File: config.mk
export PLATFORM = sky130hd
export DESIGN_NAME = smp_ckt_seq
export DESIGN_NICKNAME = d
export VERILOG_FILES = /design/src/rtl/smp_ckt_pkg.sv /design/src/rtl/smp_ckt_flags.sv /design/src/rtl/smp_ckt_seq.sv
export SDC_FILE = /design/constraint.sdc
export NUM_CORES = 1
export LEC_CHECK = 0
export CORE_MARGIN = 1.5
export CORE_UTILIZATION = 46
export DETAILED_ROUTE_END_ITERATION = 6
export GPL_ROUTABILITY_DRIVEN = 0
export HOLD_SLACK_MARGIN = 0.15
export PLACE_DENSITY_LB_ADDON = 0.1
export SYNTH_ARGS = -nofsm -noshare
export SYNTH_HDL_FRONTEND = slang
export SYNTH_SLANG_ARGS = --single-unit
File: constraint.sdc
create_clock -name clk -period 2.11 [get_ports clk]
set_input_delay 0.211 -clock clk [delete_from_list [all_inputs] [get_ports clk]]
set_output_delay 0.211 -clock clk [all_outputs]
set_load 0.02 [all_outputs]
File: src/rtl/smp_ckt_pkg.sv
// Shared types and helpers for the registered sample circuit.
package smp_ckt_pkg;

  localparam int unsigned MODE_PAR_ONES  = 0;
  localparam int unsigned MODE_MAJ_ZEROS = 1;

  // Widest sample popcount() accepts; narrower samples are zero-extended.
  localparam int unsigned POP_MAX_W = 64;

  typedef enum logic [1:0] {
    S_IDLE,
    S_RUN,
    S_HIT
  } run_state_t;

  function automatic int unsigned popcount(input logic [POP_MAX_W-1:0] v);
    int unsigned n;
    n = 0;
    for (int i = 0; i < POP_MAX_W; i++) begin
      n = n + {31'b0, v[i]};
    end
    return n;
  endfunction

endpackage

File: src/rtl/smp_ckt_flags.sv
// Combinational flag pair: parity/all-ones (mode 0) or majority/all-zeros (mode 1).
module smp_ckt_flags
  import smp_ckt_pkg::*;
#(
  parameter int unsigned G_WIDTH = 4,
  parameter int unsigned G_MODE  = MODE_PAR_ONES
) (
  input  logic [G_WIDTH-1:0] d,
  output logic               qx,
  output logic               qy
);

  if (G_WIDTH > POP_MAX_W) begin : g_bad_width
    $error("smp_ckt_flags: G_WIDTH exceeds POP_MAX_W");
  end

  if (G_MODE == MODE_PAR_ONES) begin : g_par_ones
    assign qx = ^d;
    assign qy = &d;
  end else begin : g_maj_zeros
    logic [POP_MAX_W-1:0] d_ext;

    always_comb begin
      d_ext = '0;
      d_ext[G_WIDTH-1:0] = d;
    end

    // Strict majority: an exact half does not count.
    assign qx = popcount(d_ext) > (G_WIDTH / 2);
    assign qy = (d == '0);
  end

endmodule

File: src/rtl/smp_ckt_seq.sv
// Registered sample circuit with valid/ready handshake, run detector and saturating hit counter.
// Optional synchronous clear port enabled by defining SMP_CKT_SEQ_CLR_EN.
module smp_ckt_seq
  import smp_ckt_pkg::*;
#(
  parameter int unsigned G_WIDTH = 4,
  parameter int unsigned G_MODE  = MODE_PAR_ONES,
  parameter int unsigned G_RUN   = 3,
  parameter int unsigned G_CNT_W = 8
) (
  input  logic               clk,
  input  logic               rst_n,
`ifdef SMP_CKT_SEQ_CLR_EN
  input  logic               clr,
`endif
  input  logic               d_vld,
  output logic               d_rdy,
  input  logic [G_WIDTH-1:0] d,
  output logic               q_vld,
  input  logic               q_rdy,
  output logic               qx,
  output logic               qy,
  output logic               run_hit,
  output logic [G_CNT_W-1:0] hit_cnt
);

  localparam int unsigned RunW = $clog2(G_RUN + 1);

  if (G_WIDTH < 2) begin : g_bad_width
    $error("smp_ckt_seq: G_WIDTH must be >= 2");
  end
  if (G_MODE > MODE_MAJ_ZEROS) begin : g_bad_mode
    $error("smp_ckt_seq: G_MODE must be 0 or 1");
  end
  if (G_RUN < 1) begin : g_bad_run
    $error("smp_ckt_seq: G_RUN must be >= 1");
  end

  logic               clr_int;
  logic               accept;
  logic               fx;
  logic               fy;
  logic               hit;
  logic [RunW-1:0]    run_inc;
  run_state_t         state_q, state_d;
  logic [RunW-1:0]    run_q, run_d;
  logic [G_CNT_W-1:0] hit_cnt_q, hit_cnt_d;
  logic               q_vld_q, qx_q, qy_q;

`ifdef SMP_CKT_SEQ_CLR_EN
  assign clr_int = clr;
`else
  assign clr_int = 1'b0;
`endif

  smp_ckt_flags #(
    .G_WIDTH(G_WIDTH),
    .G_MODE (G_MODE)
  ) u_flags (
    .d (d),
    .qx(fx),
    .qy(fy)
  );

  assign d_rdy   = !q_vld_q || q_rdy;
  assign accept  = d_vld && d_rdy;
  assign run_inc = run_q + RunW'(1);

  // S_HIT only marks the held output; the next accept restarts as from S_IDLE.
  always_comb begin
    state_d   = state_q;
    run_d     = run_q;
    hit_cnt_d = hit_cnt_q;
    hit       = 1'b0;
    if (accept) begin
      case (state_q)
        S_RUN: begin
          if (fx) begin
            run_d = run_inc;
            if (run_inc == RunW'(G_RUN)) begin
              state_d = S_HIT;
              hit     = 1'b1;
            end
          end else begin
            run_d   = '0;
            state_d = S_IDLE;
          end
        end
        default: begin
          if (fx) begin
            run_d = RunW'(1);
            if (G_RUN == 1) begin
              state_d = S_HIT;
              hit     = 1'b1;
            end else begin
              state_d = S_RUN;
            end
          end else begin
            run_d   = '0;
            state_d = S_IDLE;
          end
        end
      endcase
    end
    if (hit && (hit_cnt_q != {G_CNT_W{1'b1}})) begin
      hit_cnt_d = hit_cnt_q + G_CNT_W'(1);
    end
    if (clr_int) begin
      state_d   = S_IDLE;
      run_d     = '0;
      hit_cnt_d = '0;
    end
  end

  always_ff @(posedge clk or negedge rst_n) begin
    if (!rst_n) begin
      state_q   <= S_IDLE;
      run_q     <= '0;
      hit_cnt_q <= '0;
    end else begin
      state_q   <= state_d;
      run_q     <= run_d;
      hit_cnt_q <= hit_cnt_d;
    end
  end

  always_ff @(posedge clk or negedge rst_n) begin
    if (!rst_n) begin
      q_vld_q <= 1'b0;
      qx_q    <= 1'b0;
      qy_q    <= 1'b0;
    end else if (accept) begin
      q_vld_q <= 1'b1;
      qx_q    <= fx;
      qy_q    <= fy;
    end else if (q_rdy) begin
      q_vld_q <= 1'b0;
    end
  end

  assign q_vld   = q_vld_q;
  assign qx      = qx_q;
  assign qy      = qy_q;
  assign run_hit = q_vld_q && (state_q == S_HIT);
  assign hit_cnt = hit_cnt_q;

endmodule

# --- Word-level counts from Yosys, hierarchy flattened ---
# Cells that the tools add are included.
classes:
  n_addsub: 2
  n_eq_ne: 5
  muxes: 12
  reduce_logical: 9
ops:
  columns: ["cell", "count"]
  rows:
  - ["2-bit 2-to-1 mux", 5]
  - ["8-bit by 1-bit adder with 8-bit output (second input constant)", 1]
  - ["8-bit != test (second input constant)", 1]
  - ["1-bit 2-to-1 mux", 7]
  - ["2-bit equality test (second input constant)", 2]
  - ["4-bit AND reduction", 1]
  - ["4-bit XOR reduction", 1]
  - ["1-bit logical AND", 3]
  - ["3-bit != test (second input constant)", 1]
  - ["2-bit by 1-bit adder with 2-bit output (second input constant)", 1]
  - ["2-bit by 1-bit equality test with 1-bit output (second input constant)", 1]
  - ["2-bit AND reduction", 1]
  - ["2-bit nonzero test", 1]
  - ["1-bit zero test", 1]
  - ["1-bit logical OR", 1]
totals:
  reg_bits: 15

# --- Depth between registers and ports, before layout ---
logic_depth:
  depth_word: 7
  depth_mapped: 6

# --- Modules after synthesis ---
# From an unflattened synthesis, not the netlist that was laid out.
unflattened:
  cells_unflattened: 69
  area_unflattened_um2: 807.0
modules_own_cells:
  columns: ["module", "n_inst", "area_per_inst_um2", "cells_per_inst"]
  rows:
  - ["smp_ckt_seq", 1, 767.0, 65]
  - ["smp_ckt_flags", 1, 40.0, 4]

# --- Worst setup path before layout ---
# Ideal clock, no wire load.
synth_timing:
  path_type: "flip-flop to flip-flop"
  startpoint: "reg hit_cnt_q[0] (netlist: hit_cnt[0])"
  endpoint: "reg hit_cnt_q[1] (netlist: hit_cnt[1])"
  period_less_slack_ns: 1.787
  n_path_buf: 1
  path_slack_ns: 0.323
  t_required_ns: 1.985
  setup_ns: 0.125
  t_arrival_ns: 1.662
  path_stages_with_launch: 7
  cell_sequence: "dfrtp_1 ha_1 and3_1 and3_1 clkbuf_2 nor2_1 mux2_2"
synth_between:
  elab_chain_cells: 2
synth_rtl:
  columns: ["element", "line_no", "source"]
  rows:
  - ["from (decl)", "smp_ckt_seq.sv:47", "logic [G_CNT_W-1:0] hit_cnt_q, hit_cnt_d;"]
  - ["from (signal assigned)", "smp_ckt_seq.sv:123", "hit_cnt_q <= hit_cnt_d;"]
  - ["parallel branches: the longest is 2 deep, another holds 8-bit by 1-bit adder with 8-bit output", null, null]
# Several ways; the timed one is not identified.
# A chain may end at the register's enable or synchronous reset.

# --- Final worst setup path ---
layout_timing:
  startpoint: "in q_rdy"
  endpoint: "out d_rdy"
layout_between:
  elab_chain_cells: 1
layout_rtl:
  columns: ["element", "line_no", "source"]
  rows:
  - ["from (decl)", "smp_ckt_seq.sv:20", "input logic q_rdy,"]
  - ["1-bit logical OR", "smp_ckt_seq.sv:65", "assign d_rdy = !q_vld_q || q_rdy;"]
  - ["to (decl)", "smp_ckt_seq.sv:17", "output logic d_rdy,"]
# No other way between the ends.

==> impl_metrics.env <==
export IMPL_crit_path_max_incr_delay_ps=660
export IMPL_final_nets=105
export IMPL_p_int_mw=0.469
export IMPL_avgSynthCellArea_um2=10.9
export IMPL_hold_class="primary input to asynchronous set/reset pin"
export IMPL_core_area_um2=1520
export IMPL_setup_viol=0
export IMPL_synth_common_cells="dfrtp_1, nand2_1, xor2_1"
export IMPL_grt_pass1_vias=519
export IMPL_dieHeight_um=43.8
export IMPL_dr_total_vias=575
export IMPL_crit_family="buffers and inverters"
export IMPL_clk_pin_slew_ps=90
export IMPL_tightestPinTransition_ps=675
export IMPL_tns_ps=0
export IMPL_hpwl_mm=1.02
export IMPL_post_cts_buffers=0
export IMPL_syn_nets=82
export IMPL_drtPass1Iterations=4
export IMPL_grt_overflow=0
export IMPL_postRouteWirelength_mm=1.31
export IMPL_cts_buffers=3
export IMPL_pwr_share_seq=0.513
export IMPL_antenna_found_initial=0
export IMPL_yosysMostFrequentCell="dfrtp_1"
export IMPL_pwr_share_clk=0.240
export IMPL_area_growth_pct=30.9
export IMPL_p_comb_frac=0.247
export IMPL_drt_iter0_drc=8
export IMPL_synth_seq_area_share=0.491
export IMPL_clock_sinks=15
export IMPL_syn_area_um2=764
export IMPL_crit_required_ps=1900
export IMPL_cts_tree="built"
export IMPL_powerDensity_nw_per_um2=670
export IMPL_synth_top_area_frac=0.491
export IMPL_power_switching_mw=0.201
export IMPL_grt_setup_unrepaired="no"
export IMPL_drv_cap=0
export IMPL_cp_slowest_cell="clkdlybuf4s50_1"
export IMPL_fmax_mhz=557
export IMPL_grt_max_degree=16
export IMPL_clock_tree_buffer_depth=2
export IMPL_cp_max_fo=6
export IMPL_cts_resized=0
export IMPL_yosysWarnings=0
export IMPL_synth_edf_count=0
export IMPL_grt_pass1_wl_mm=2.26
export IMPL_initial_core_util=0.502
export IMPL_async_reset_ff_frac=1.00
export IMPL_portBuffers=20
export IMPL_hold_violations=0
export IMPL_crit_top_cell="clkdlybuf4s50_1"
export IMPL_relSlewSlack=0.549
export IMPL_ant_nets=0
export IMPL_ys_types=26
export IMPL_outcome="finished, final reports clean"
export IMPL_period_needed_ps=1800
export IMPL_vias_per_cell=5.32
export IMPL_netlist_top_cell_by_area="dfrtp_1"
export IMPL_die_x_um=43.8
export IMPL_worstPathCellList="clkdlybuf4s50_1 > nand2b_1 > clkdlybuf4s50_1"
export IMPL_end_kind="primary output"
export IMPL_crit_arrival_ps=1580
export IMPL_die_area_um2=1920
export IMPL_p_sw_frac=0.300
export IMPL_vdd_ir_drop_worst_v=0.000429
export IMPL_clockRootBuffer="clkbuf_4"
export IMPL_slew_violations=0
export IMPL_skew_ps=4.46
export IMPL_synthFlopType="dfrtp_1"
export IMPL_synth_seq_cells=15
export IMPL_fin_cells=108
export IMPL_min_period_over_period=0.851
export IMPL_grt_use_total=0.159
export IMPL_worstSetupPathType="primary input to primary output"
export IMPL_antennaDiodeCount=0
export IMPL_cellLeakagePower_nw=0.485
export IMPL_ys_top_cells_by_area="dfrtp_1, xor2_1, ha_1"
export IMPL_insertion_delay_ps=280
export IMPL_dpl_cell_count=104
export IMPL_start_kind="primary input"
export IMPL_wl_per_cell_um=12.2
export IMPL_drive_gt1_frac=0.0652
export IMPL_syn_inst=70
export IMPL_io_pins=21
export IMPL_cts_hold_buffers_added=0
export IMPL_drc=0
export IMPL_fin_util=0.657
export IMPL_critPathBufInv=2
export IMPL_rows=14
export IMPL_whs_ps=336
export IMPL_cts_htree_levels=1
[power by group through the flow]
stage	Sequential [mW]	Clock (mW)	Combinational, mW
finish	0.344	0.161	0.166
global route	0.349	0.173	0.181
CTS	0.344	0.166	0.167
detailed placement	0.350	0	0.167
global placement	0.349	0	0.165
floorplan	0.366	0	0.0770
[worst register-to-register path: cells and delay by family, from the launching register on]
kind / cells / cell delay (ps)
fa+ha+maj: 1 / 220
mux: 1 / 360
flops: 1 / 430
simple gates: 3 / 610
[cell usage in the layout (no fill, tap or decap), types with 3 or more instances in the layout]
master | synthesis | layout
clkbuf_4 | 0 | 3
nand3_1 | 4 | 4
clkdlybuf4s50_1 | 0 | 20
nand2_1 | 9 | 9
dfrtp_1 | 15 | 15
and3_1 | 3 | 3
xor2_1 | 6 | 6
ha_1 | 4 | 4
[sequential cells by signal, summed over array words and instances, names as in the netlist]
register  count
hit_cnt       8
q_vld         1
qx            1
qy            1
run_q         2
state_q       2
[cell type report]
type,instances,area (um2)
Inverter,1,3.75
Clock buffer,4,26.3
Sequential cell,15,375
Multi-Input combinational cell,52,375
Fill cell,133,523
Timing Repair Buffer,20,200
Tap cell,16,20.0
[per-stage QoR]
| step | area [um2] | setup WS [ps] | power (mW) |
|---|---|---|---|
| after floorplan | 764 | 323 | 0.443 |
| after global placement | 975 | 74.4 | 0.514 |
| after detailed placement | 975 | 16.5 | 0.517 |
| after CTS | 1000 | 304 | 0.678 |
| after global routing | 1000 | 211 | 0.704 |
| final | 1000 | 315 | 0.671 |
[routing by layer]
layer  routed length (um)  GRT usage  up-vias
met5                    0          0        -
met4                   10     0.0909        0
met3                   73     0.0250        2
met2                  586      0.212       17
met1                  643      0.243      264
li1                     -          -      292
[final timing paths]
path | start | endpoint | slack, ps | cells past startpoint
setup / recovery | q_rdy | d_rdy | 310 | 3
hold / removal | rst_n | q_vld$_DFFE_PN0P_ | 340 | 1
setup reg to reg | hit_cnt[0]$_DFFE_PN0P_ | hit_cnt[1]$_DFFE_PN0P_ | 380 | 5
hold reg to reg | qx$_DFFE_PN0P_ | qx$_DFFE_PN0P_ | 490 | 2
max in group asynchronous | rst_n | hit_cnt[0]$_DFFE_PN0P_ | 1340 | 1
min in group clk | qx$_DFFE_PN0P_ | qx$_DFFE_PN0P_ | 490 | 2
[cells by family (layout without fill, tap and decap cells)]
group / Yosys count / after routing / synth area share
AO/OA/AOI/OAI: 11 / 11 / 0.0982
XOR/XNOR: 8 / 8 / 0.101
adder cells (fa/ha/maj): 4 / 4 / 0.0655
buffers and inverters: 3 / 25 / 0.0180
flip-flops: 15 / 15 / 0.491
multiplexers: 1 / 1 / 0.0147
AND/OR/NAND/NOR: 28 / 28 / 0.211
(Power assumes the default switching activity.)
